[config.mk]
export PLATFORM = sky130hd
export DESIGN_NAME = controller
export DESIGN_NICKNAME = d
export VERILOG_FILES = /design/src/rtl/controller_pkg.sv /design/src/rtl/controller.sv
export SDC_FILE = /design/constraint.sdc
export NUM_CORES = 1
export LEC_CHECK = 0
export ABC_AREA = 1
export BUFFER_PORTS_ARGS = -buffer_cell sky130_fd_sc_hd__buf_4
export CORE_AREA = 2 2 39 41
export CTS_CLUSTER_SIZE = 12
export DETAILED_ROUTE_END_ITERATION = 12
export DIE_AREA = 0 0 41 43
export HOLD_SLACK_MARGIN = 0.15
export SLEW_MARGIN = 20
export SYNTH_ARGS = -nofsm -noshare
export SYNTH_HDL_FRONTEND = slang
export SYNTH_SLANG_ARGS = --single-unit
[constraint.sdc]
create_clock -name clk -period 2.2 [get_ports clk]
set_input_delay 0.55 -clock clk [delete_from_list [all_inputs] [get_ports clk]]
set_output_delay 0.55 -clock clk [all_outputs]
set_load 0.005 [all_outputs]
[src/rtl/controller_pkg.sv]
// Shared VeriRISC types: opcode and controller state encodings.
// Also used by the ALU and the instruction register.
package typedefs;

    localparam int unsigned OPCODE_W = 3;
    localparam int unsigned STATE_W  = 3;

    typedef enum logic [OPCODE_W-1:0] {
        HLT = 3'd0,
        SKZ = 3'd1,
        ADD = 3'd2,
        AND = 3'd3,
        XOR = 3'd4,
        LDA = 3'd5,
        STO = 3'd6,
        JMP = 3'd7
    } opcode_t;

    typedef enum logic [STATE_W-1:0] {
        INST_ADDR  = 3'd0,
        INST_FETCH = 3'd1,
        INST_LOAD  = 3'd2,
        IDLE       = 3'd3,
        OP_ADDR    = 3'd4,
        OP_FETCH   = 3'd5,
        ALU_OP     = 3'd6,
        STORE      = 3'd7
    } state_t;

endpackage

[src/rtl/controller.sv]
// VeriRISC instruction sequencer: eight-phase cycle per instruction with
// opcode-decoded control strobes and a sticky halt.
module controller
    import typedefs::*;
(
    input  logic    clk,
    input  logic    rst_,
    input  opcode_t opcode,
    input  logic    zero,
    output logic    sel,
    output logic    mem_rd,
    output logic    load_ir,
    output logic    halt,
    output logic    inc_pc,
    output logic    load_ac,
    output logic    load_pc,
    output logic    mem_wr,
    output logic    data_e
);

    state_t state;
    state_t next_state;
    logic   halted;
    logic   halted_next;
    logic   aluop;

    always_ff @(posedge clk or negedge rst_) begin
        if (!rst_) begin
            state  <= INST_ADDR;
            halted <= 1'b0;
        end else begin
            state  <= next_state;
            halted <= halted_next;
        end
    end

    // Next-state and strobe decode; a halted CPU holds state and shows only halt.
    always_comb begin
        next_state  = state;
        halted_next = halted;
        sel         = 1'b0;
        mem_rd      = 1'b0;
        load_ir     = 1'b0;
        halt        = 1'b0;
        inc_pc      = 1'b0;
        load_ac     = 1'b0;
        load_pc     = 1'b0;
        mem_wr      = 1'b0;
        data_e      = 1'b0;
        aluop       = (opcode == ADD) || (opcode == AND) ||
                      (opcode == XOR) || (opcode == LDA);

        if (halted) begin
            halt = 1'b1;
        end else begin
            unique case (state)
                INST_ADDR: begin
                    sel        = 1'b1;
                    next_state = INST_FETCH;
                end
                INST_FETCH: begin
                    sel        = 1'b1;
                    mem_rd     = 1'b1;
                    next_state = INST_LOAD;
                end
                INST_LOAD: begin
                    sel        = 1'b1;
                    mem_rd     = 1'b1;
                    load_ir    = 1'b1;
                    next_state = IDLE;
                end
                IDLE: begin
                    sel        = 1'b1;
                    mem_rd     = 1'b1;
                    load_ir    = 1'b1;
                    next_state = OP_ADDR;
                end
                OP_ADDR: begin
                    inc_pc = 1'b1;
                    halt   = (opcode == HLT);
                    if (opcode == HLT) begin
                        halted_next = 1'b1;
                    end else begin
                        next_state = OP_FETCH;
                    end
                end
                OP_FETCH: begin
                    mem_rd     = aluop;
                    next_state = ALU_OP;
                end
                ALU_OP: begin
                    mem_rd     = aluop;
                    inc_pc     = (opcode == SKZ) && zero;
                    load_pc    = (opcode == JMP);
                    data_e     = (opcode == STO);
                    next_state = STORE;
                end
                STORE: begin
                    mem_rd     = aluop;
                    load_ac    = aluop;
                    inc_pc     = (opcode == JMP);
                    load_pc    = (opcode == JMP);
                    data_e     = (opcode == STO);
                    mem_wr     = (opcode == STO);
                    next_state = INST_ADDR;
                end
                default: begin
                    next_state = INST_ADDR;
                end
            endcase
        end
    end

endmodule

; Word-level counts from Yosys, hierarchy flattened
; Index checks and enable logic that the tools add are counted.
[totals]
reg_bits = 4
output_inout_bits = 9
wordCells = 53
in_bits = 6
[classes]
bitwise_logic = 1
muxes = 23
n_eq_ne = 15
reduce_logical = 12
[op_table]
columns = cell, count
row1 = $eq 3x3->1 const B, 8
row2 = $pmux 3 s8, 1
row3 = $mux 1, 19
row4 = $eq 3x2->1 const B, 4
row5 = $eq 3x1->1 const B, 2
row6 = $logic_not 3->1, 2
row7 = $reduce_or 3->1, 2
row8 = $reduce_or 2->1, 2
row9 = $reduce_or 4->1, 1
row10 = $logic_or 1x1->1, 3
row11 = $mux 3, 1
row12 = $pmux 1 s3, 1
row13 = $ne 2x2->1 const B, 1
row14 = $pmux 1 s2, 1
row15 = $reduce_and 2->1, 1
row16 = $logic_and 1x1->1, 1
row17 = $not 1->1, 1

; Depth between registers and ports, before layout
; Gate-level depths: netlist of run 1.
[logic_depth]
word_depth = 6
mapped_depth = 7
depth_no_buf = 7

; Least setup slack after synthesis of run 1
; No wires, ideal clock.
[synth_timing]
path_type = input to output
start = input opcode[0]
end = output halt
stages = 5
n_path_buf = 0
setup_slack_ps = 713
required_time_ps = 1650
arrival_ps = 937
cell_sequence = inv_1 -> nand2_1 -> nor2_1 -> nand2_2 -> nand2_2
[synth_via]
elab_chain_len = 3
[synth_rtl]
columns = item, line
row1 = "start, declared", controller.sv:8  ; input opcode_t opcode,
row2 = $logic_not 3->1, controller.sv:80  ; halt = (opcode == HLT);
row3 = $mux 1, controller.sv:56  ; unique case (state)
row4 = $mux 1, controller.sv:53  ; if (halted) begin
row5 = "end, declared", controller.sv:13  ; output logic halt,
; No other way between the ends.

; Worst setup path in the final report of run 1
[layout_timing]
start = register state[2]
end = output mem_wr
[layout_via]
elab_chain_len = 3
[layout_rtl]
columns = item, line
row1 = "start, declared", controller.sv:21  ; state_t state;
row2 = "start signal, assigned", controller.sv:32  ; state <= next_state;
row3 = $eq 3x3->1, controller.sv:56
row4 = $mux 1, controller.sv:56
row5 = $mux 1, controller.sv:53
row6 = "end, declared", controller.sv:17  ; output logic mem_wr,
; No other way between the ends.

==> results of run 1 <==
registers in the layout (all words and copies together) (netlist names):
name,cells
halted,1
state,3
final cells by class:
class / count / area, sq um
inverter: 11 / 41.3
timing repair buffer: 15 / 115
fill: 153 / 910
clock buffer: 3 / 22.5
sequential: 4 / 100
multi-input combinational: 36 / 175
tap: 16 / 20.0
layer usage:
layer / part of all wire, % / wire, um / up-vias / global-route usage, %
met5: 0 / 0 / - / 0
li1: - / - / 194 / -
met2: 43 / 301 / 12 / 13.1
met3: 9.9 / 69 / 2 / 4.19
met1: 44 / 308 / 143 / 9.77
met4: 2.0 / 14 / 0 / 8.00
power by group through the flow:
stage / registers, W / logic, W / clock network (W)
after detailed placement: 0.0000749 / 0.0000174 / 0
after floorplan: 0.0000749 / 0.00000669 / 0
after CTS: 0.0000740 / 0.0000189 / 0.0000919
final: 0.0000740 / 0.0000186 / 0.0000882
after global routing: 0.0000739 / 0.0000211 / 0.0000992
after global placement: 0.0000749 / 0.0000173 / 0
synth_stat cells (all sizes together):
cell / instances / area share [%]
inv: 11 / 13
dfrtp: 4 / 32
xor2: 1 / 2.8
nor4: 1 / 2.0
nor2: 9 / 11
a31oi: 1 / 2.0
nor3: 3 / 6.3
nand3: 5 / 7.9
xnor2: 1 / 2.8
nand2: 15 / 20
path summary, 6_finish.rpt:
kind / slack (ns) / depth (start not counted) / start / endpoint
setup / recovery: 0.38 / 5 / state[2]$_DFFE_PN0P_ / mem_wr
hold / removal: 0.55 / 2 / state[1]$_DFFE_PN0P_ / state[1]$_DFFE_PN0P_
hold reg to reg: 0.55 / 2 / state[1]$_DFFE_PN0P_ / state[1]$_DFFE_PN0P_
setup reg to reg: 1.15 / 7 / state[0]$_DFFE_PN0P_ / state[0]$_DFFE_PN0P_
max in group asynchronous: 1.45 / 2 / rst_ / state[2]$_DFFE_PN0P_
min in group asynchronous: 0.65 / 2 / rst_ / state[0]$_DFFE_PN0P_
worst min-delay path, delay by kind of cell (launching register included):
kind,cells,cell delay [ns]
flip-flops,1,0.41
AND/OR/NAND/NOR,2,0.11
logic make-up (layout without fill, tap and decap cells):
family	Yosys count	count (layout)
DFF	4	4
and+or+nand+nor	33	33
AOI/OAI and AO/OA	1	1
xor gates and xnor gates	2	2
buffers and inverters	11	29
stage by stage:
| stage | total power (W) | util [%] | area (sq um) | worst slack [ns] | hold WS, ns |
|---|---|---|---|---|---|
| after global placement | 0.0000922 | 31.9 | 442 | 0.408 | 0.347 |
| final | 0.000181 | 34.3 | 474 | 0.380 | 0.554 |
| after CTS | 0.000185 | 34.3 | 474 | 0.368 | 0.555 |
| after detailed placement | 0.0000924 | 31.9 | 442 | 0.411 | 0.346 |
| after floorplan | 0.0000816 | - | 317 | 0.713 | 0.254 |
| after global routing | 0.000194 | 34.3 | 474 | 0.253 | 0.602 |
==> impl_results.md, run 1 <==
- Status: finished, final reports clean
- Simple-gate portion of the synthesized area: 47.8%
- RSZ-0062 raised after global routing: false
- Register area share after synthesis: 31.6%
- Drt pass-1 iters: 1
- CTS resizes: 0
- Mapped Nets: 57
- Clock root cell: clkbuf_4
- Fin. Hold Viols: 0
- P_leak: between 0.2 and 0.3 nW
- Period utilization: 82.7%
- Mapped Cells: 51
- CP Data Arrival Time: 1.27 ns
- Unique cell type count in the Yosys netlist: 14
- Final WL: 694 um
- Finished Layout Cells: 85
- ANT cells: 0
- Fin nets: 77
- Final antenna-violating net count: 0
- Final Skew: 0.00211 ns
- First-pass GRT wire length: 1080 um
- Xor/xnor share of the synthesized area: 5.53%
- Vias in the first global route: 298
- Yosys reg bits: 4
- Slowest cell on crit path: dfrtp_1
- HPWL after detailed placement: 570 um
- Commonest non-fill, non-tap cell in the layout: buf_4
- Initial core utilization: a little under a quarter
- Critical-path cell list: nand2_1 > nor3_2 > inv_1 > nor2_1 > buf_4
- Min Tclk post-route: between 1.5 and 2 ns
- Max Freq: approximately 550 MHz
- Inserted Clock Buffers: 3
- CP Class: flip-flop to primary output
- Switching Fraction: 20.0%
- Clock latency on the worst-skew pair: 0.23 ns
- Rel. slew slack: 80.4%
- Hold buffer count at CTS: 1
- Worst-Margin Slew: between 0.2 and 0.3 ns
- I/O pin cnt: 15
- Register share of total power: 40.9%
- Die X: a little over 40 um
- Syn-to-layout area delta: 49.8%
- Synth Cell Area: about 320 sq um
- # rows: 14
- Largest family of logic cells by synthesized area: simple AND/OR/NAND/NOR gates
- HP Class: flip-flop to flip-flop
- Maximum clock path buffer count: 2
- Setup TNS: 0 ns
- CP Max Fanout: 6
- Clock slew at reported path FFs: ~0.040 ns
- Share of layout cells above drive strength 1: 33.3%
- Commonest cells after routing, fill and taps aside: 14 x buf_4, 12 x nand2_1, 10 x inv_1
- Sinks on Clock Net: 4
- Critical path buffers and inverters: 2
- Worst path top cell family by delay: simple AND/OR/NAND/NOR gates
- Placed Instances: 81
- Synth Area in Compound Gates: 1.98%
- GRT overflow: 0
- Drt first-iter violations: 0
- Pins Over Slew Limit: 0
- WL per Instance: 8.16 um
- # DRC: 0
- Power density over the cells: 381 nW/um^2
- CTS tree: yes
- Final Wtd Congestion: 0.737
- Initial antenna violation count: 0
- Largest stage delay on the critical path: 0.41 ns
- Setup violations, final: 0
- Die area: 1760 sq um
- Clk pwr share: 48.8%
- Startpoint Class: flip-flop
- Total number of vias: 351
- Post-CTS setup buffers: 0
- Post-Syn Area per Cell: 6.21 sq um
- Chip height: 43 um
- Vias per inst: 4.13
- Yosys Warn Count: 0
- Synth Area in Adders: 0%
- H-tree depth: 1
- Req. time, crit path: around 1.7 ns
- Comb pwr share: roughly 10%
- VDD IR-drop max: approximately 0.28 mV
- Core area: 1380 sq um
- Net Switching: roughly 0.000036 W
- Largest net degree at the start of global routing: 7
- GRT Total Usage: 9.27%
- Power Internal: 0.000145 W
- Crit end category: primary output
- IO buf count: 14
- Mux share of post-synthesis cell area: 0%
- Max-cap violation count: 0
Note: power is estimated with default switching activity, not from simulation.
==> run 2, diff against run 1 <==
==> constraint.sdc (replaced) <==
create_clock -name clk -period 1.48 [get_ports clk]
set_input_delay 0.37 -clock clk [delete_from_list [all_inputs] [get_ports clk]]
set_output_delay 0.37 -clock clk [all_outputs]
set_load 0.005 [all_outputs]
==> run 2 against run 1 <==
The flow now finishes with violations (setup timing); final cell count rose by 14%; via count rose by 17%; register-to-register slack got worse by 0.98 ns; sequential power up 49%; first-iteration DRC count rose by 6; critical path type unchanged.
==> impl_results.md, run 2 (synthesis results as in run 1) <==
- Status: finished, violations left (was finished, final reports clean)
- Failing checks: setup timing
- Largest net degree at the start of global routing: 7 (unchanged)
- Register area: 103 sq um (was 100 sq um)
- Chip height: 43 um (unchanged)
- Largest stage delay on the critical path: 0.44 ns (was 0.41 ns)
- Startpoint Class: flip-flop (unchanged)
- Top Registers: state x3, halted x1 (unchanged)
- Inserted Clock Buffers: 3 (unchanged)
- Initial antenna violation count: 0 (unchanged)
- Period utilization: 109%
- Max-cap violation count: 0 (unchanged)
- ANT cells: 0 (unchanged)
- Area of the multi-input gates: 208 sq um (was 175 sq um)
- RSZ-0062 raised after global routing: true (was false)
- Power density over the cells: 436 nW/um^2 (was 381 nW/um^2)
- Die area: 1760 sq um (unchanged)
- # rows: 14 (unchanged)
- Setup violations, final: 7 (was 0)
- I/O pin cnt: 15 (unchanged)
- First-pass GRT wire length: 1360 um (was 1080 um)
- Rel. slew slack: 86.2% (was 80.4%)
- CP Data Arrival Time: 1.24 ns (was 1.27 ns)
- Die X: 41 um (unchanged)
- Fin. Hold Viols: 0 (unchanged)
- HPWL after detailed placement: 591 um (was 570 um)
- # DRC: 0 (unchanged)
- Clock slew at reported path FFs: 0.04 ns (about the same)
- P_leak: 0.354 nW (was 0.270 nW)
- Crit end category: primary output (unchanged)
- Drt pass-1 iters: 4 (was 1)
- Clock root cell: clkbuf_4 (unchanged)
- Drt first-iter violations: 6 (was 0)
- Syn-to-layout area delta: 96.8% (was 49.8%)
- Commonest cells after routing, fill and taps aside: 24 x buf_4, 11 x nand2_1, 7 x inv_1, 7 x nor2_1, 5 x nand3_1 (was 14 x buf_4, 12 x nand2_1, 10 x inv_1)
- Slowest cell on crit path: dfrtp_2 (was dfrtp_1)
- Pins Over Slew Limit: 0 (unchanged)
- Core area: 1380 sq um (unchanged)
- Commonest non-fill, non-tap cell in the layout: buf_4 (unchanged)
- Critical-path cell list: buf_12 > nor4_2 > buf_4 (was nand2_1 > nor3_2 > inv_1 > nor2_1 > buf_4)
- VDD IR-drop max: 0.246 mV (was 0.285 mV)
- Final Skew: 0.00207 ns (was 0.00211 ns)
- Total number of vias: 409 (was 351)
- Largest register by flop count: state (unchanged)
- Share of layout cells above drive strength 1: 54.3% (was 33.3%)
- H-tree depth: 1 (unchanged)
- Clock latency on the worst-skew pair: 0.23 ns (about the same)
- Max Freq: 620 MHz
- Max reg flops: 3 (unchanged)
- Post-DP Area: 449 sq um (was 442 sq um)
- Final Wtd Congestion: 0.752 (was 0.737)
- Worst Hold Slack: 0.466 ns (was 0.554 ns)
- Req. time, crit path: 1.11 ns (was 1.65 ns)
- Final WL: 916 um (was 694 um)
- CTS tree: yes (unchanged)
- Min Tclk post-route: ~1.6 ns
- WL per Instance: 9.44 um (was 8.16 um)
- Vias per inst: 4.22 (was 4.13)
- Fin nets: 89 (was 77)
- Sinks on Clock Net: 4 (unchanged)
- # fillers: 151 (was 153)
- IO buf count: 14 (unchanged)
- Setup TNS: -0.579 ns (was 0 ns)
- Maximum clock path buffer count: 2 (unchanged)
- Final WS setup: -0.133 ns (was 0.380 ns)
- CP Class: flip-flop to primary output (unchanged)
- Post-route cell area: 623 sq um (was 474 sq um)
- GRT overflow: 0 (unchanged)
- Final antenna-violating net count: 0 (unchanged)
- CP Max Fanout: 4 (was 6)
- Worst-Margin Slew: 0.205 ns (was 0.291 ns)
- Initial core utilization: 22.9% (unchanged)
- HP Class: primary input to async pin (was flip-flop to flip-flop)
- Vias in the first global route: 381 (was 298)
- GRT Total Usage: 11.7% (was 9.27%)
## run 2: changes by cell type in the layout (fill, tap and decap cells not counted), sizes merged
cell,change
buf,+12
## run 2: report_power, final
| part | internal (W) | switching (W) | total, W |
|---|---|---|---|
| Sequential | 0.000110 | 0 | 0.000110 |
| Combinational | 0.0000146 | 0.0000141 | 0.0000287 |
| Clock | 0.0000906 | 0.0000425 | 0.000133 |
| Total | 0.000215 | 0.0000567 | 0.000272 |
## run 2: critical path: cells and delay by family (launching register included)
kind | cells | cell delay [ns]
buffers and inverters | 2 | 0.30
flip-flops | 1 | 0.44
AND/OR/NAND/NOR | 1 | 0.26
## run 2: final cells by class
type                       instances  area share [%]
clock buffer                       3            3.61
inverter                          11            7.83
multi-input combinational         36            33.3
sequential                         4            16.5
tap                               16            3.21
timing repair buffer              27            35.5
## run 2: per-stage QoR
stage | total power, W | setup slack, ns | std cells | utilization, %
2_1_floorplan | 0.000121 | 0.262 | 51 | -
3_3_place_gp | 0.000137 | 0.0738 | 82 | 32.5
3_5_place_dp | 0.000137 | 0.0571 | 82 | 32.5
4_1_cts | 0.000278 | -0.104 | 95 | 40.9
5_1_grt | 0.000294 | -0.225 | 97 | 45.0
6_report | 0.000272 | -0.133 | 97 | 45.0
## run 2: metal layers
metal	GRT usage, %	part of all wire [%]
met5	0	0
met4	10.0	1.9
met3	1.57	6.8
met2	19.1	55
met1	12.1	37
## run 2: what timing repair did
item	in CTS	in global routing
resized for setup	7	9
hold endpoints to repair	4	0
pin swaps	2	4
hold buffers	1	0
endpoints found under the setup margin	7	8
setup buffers	9	2
## run 2: final timing paths
kind	depth (start not counted)	startpoint	slack (ns)	end
setup / recovery	3	halted$_DFF_PN0_	-0.13	load_pc
min in group clk	2	state[1]$_DFFE_PN0P_	0.56	state[1]$_DFFE_PN0P_
setup reg to reg	7	state[1]$_DFFE_PN0P_	0.17	state[2]$_DFFE_PN0P_
max in group asynchronous	2	rst_	0.90	state[2]$_DFFE_PN0P_
hold reg to reg	2	state[1]$_DFFE_PN0P_	0.56	state[1]$_DFFE_PN0P_
hold / removal	2	rst_	0.47	state[1]$_DFFE_PN0P_
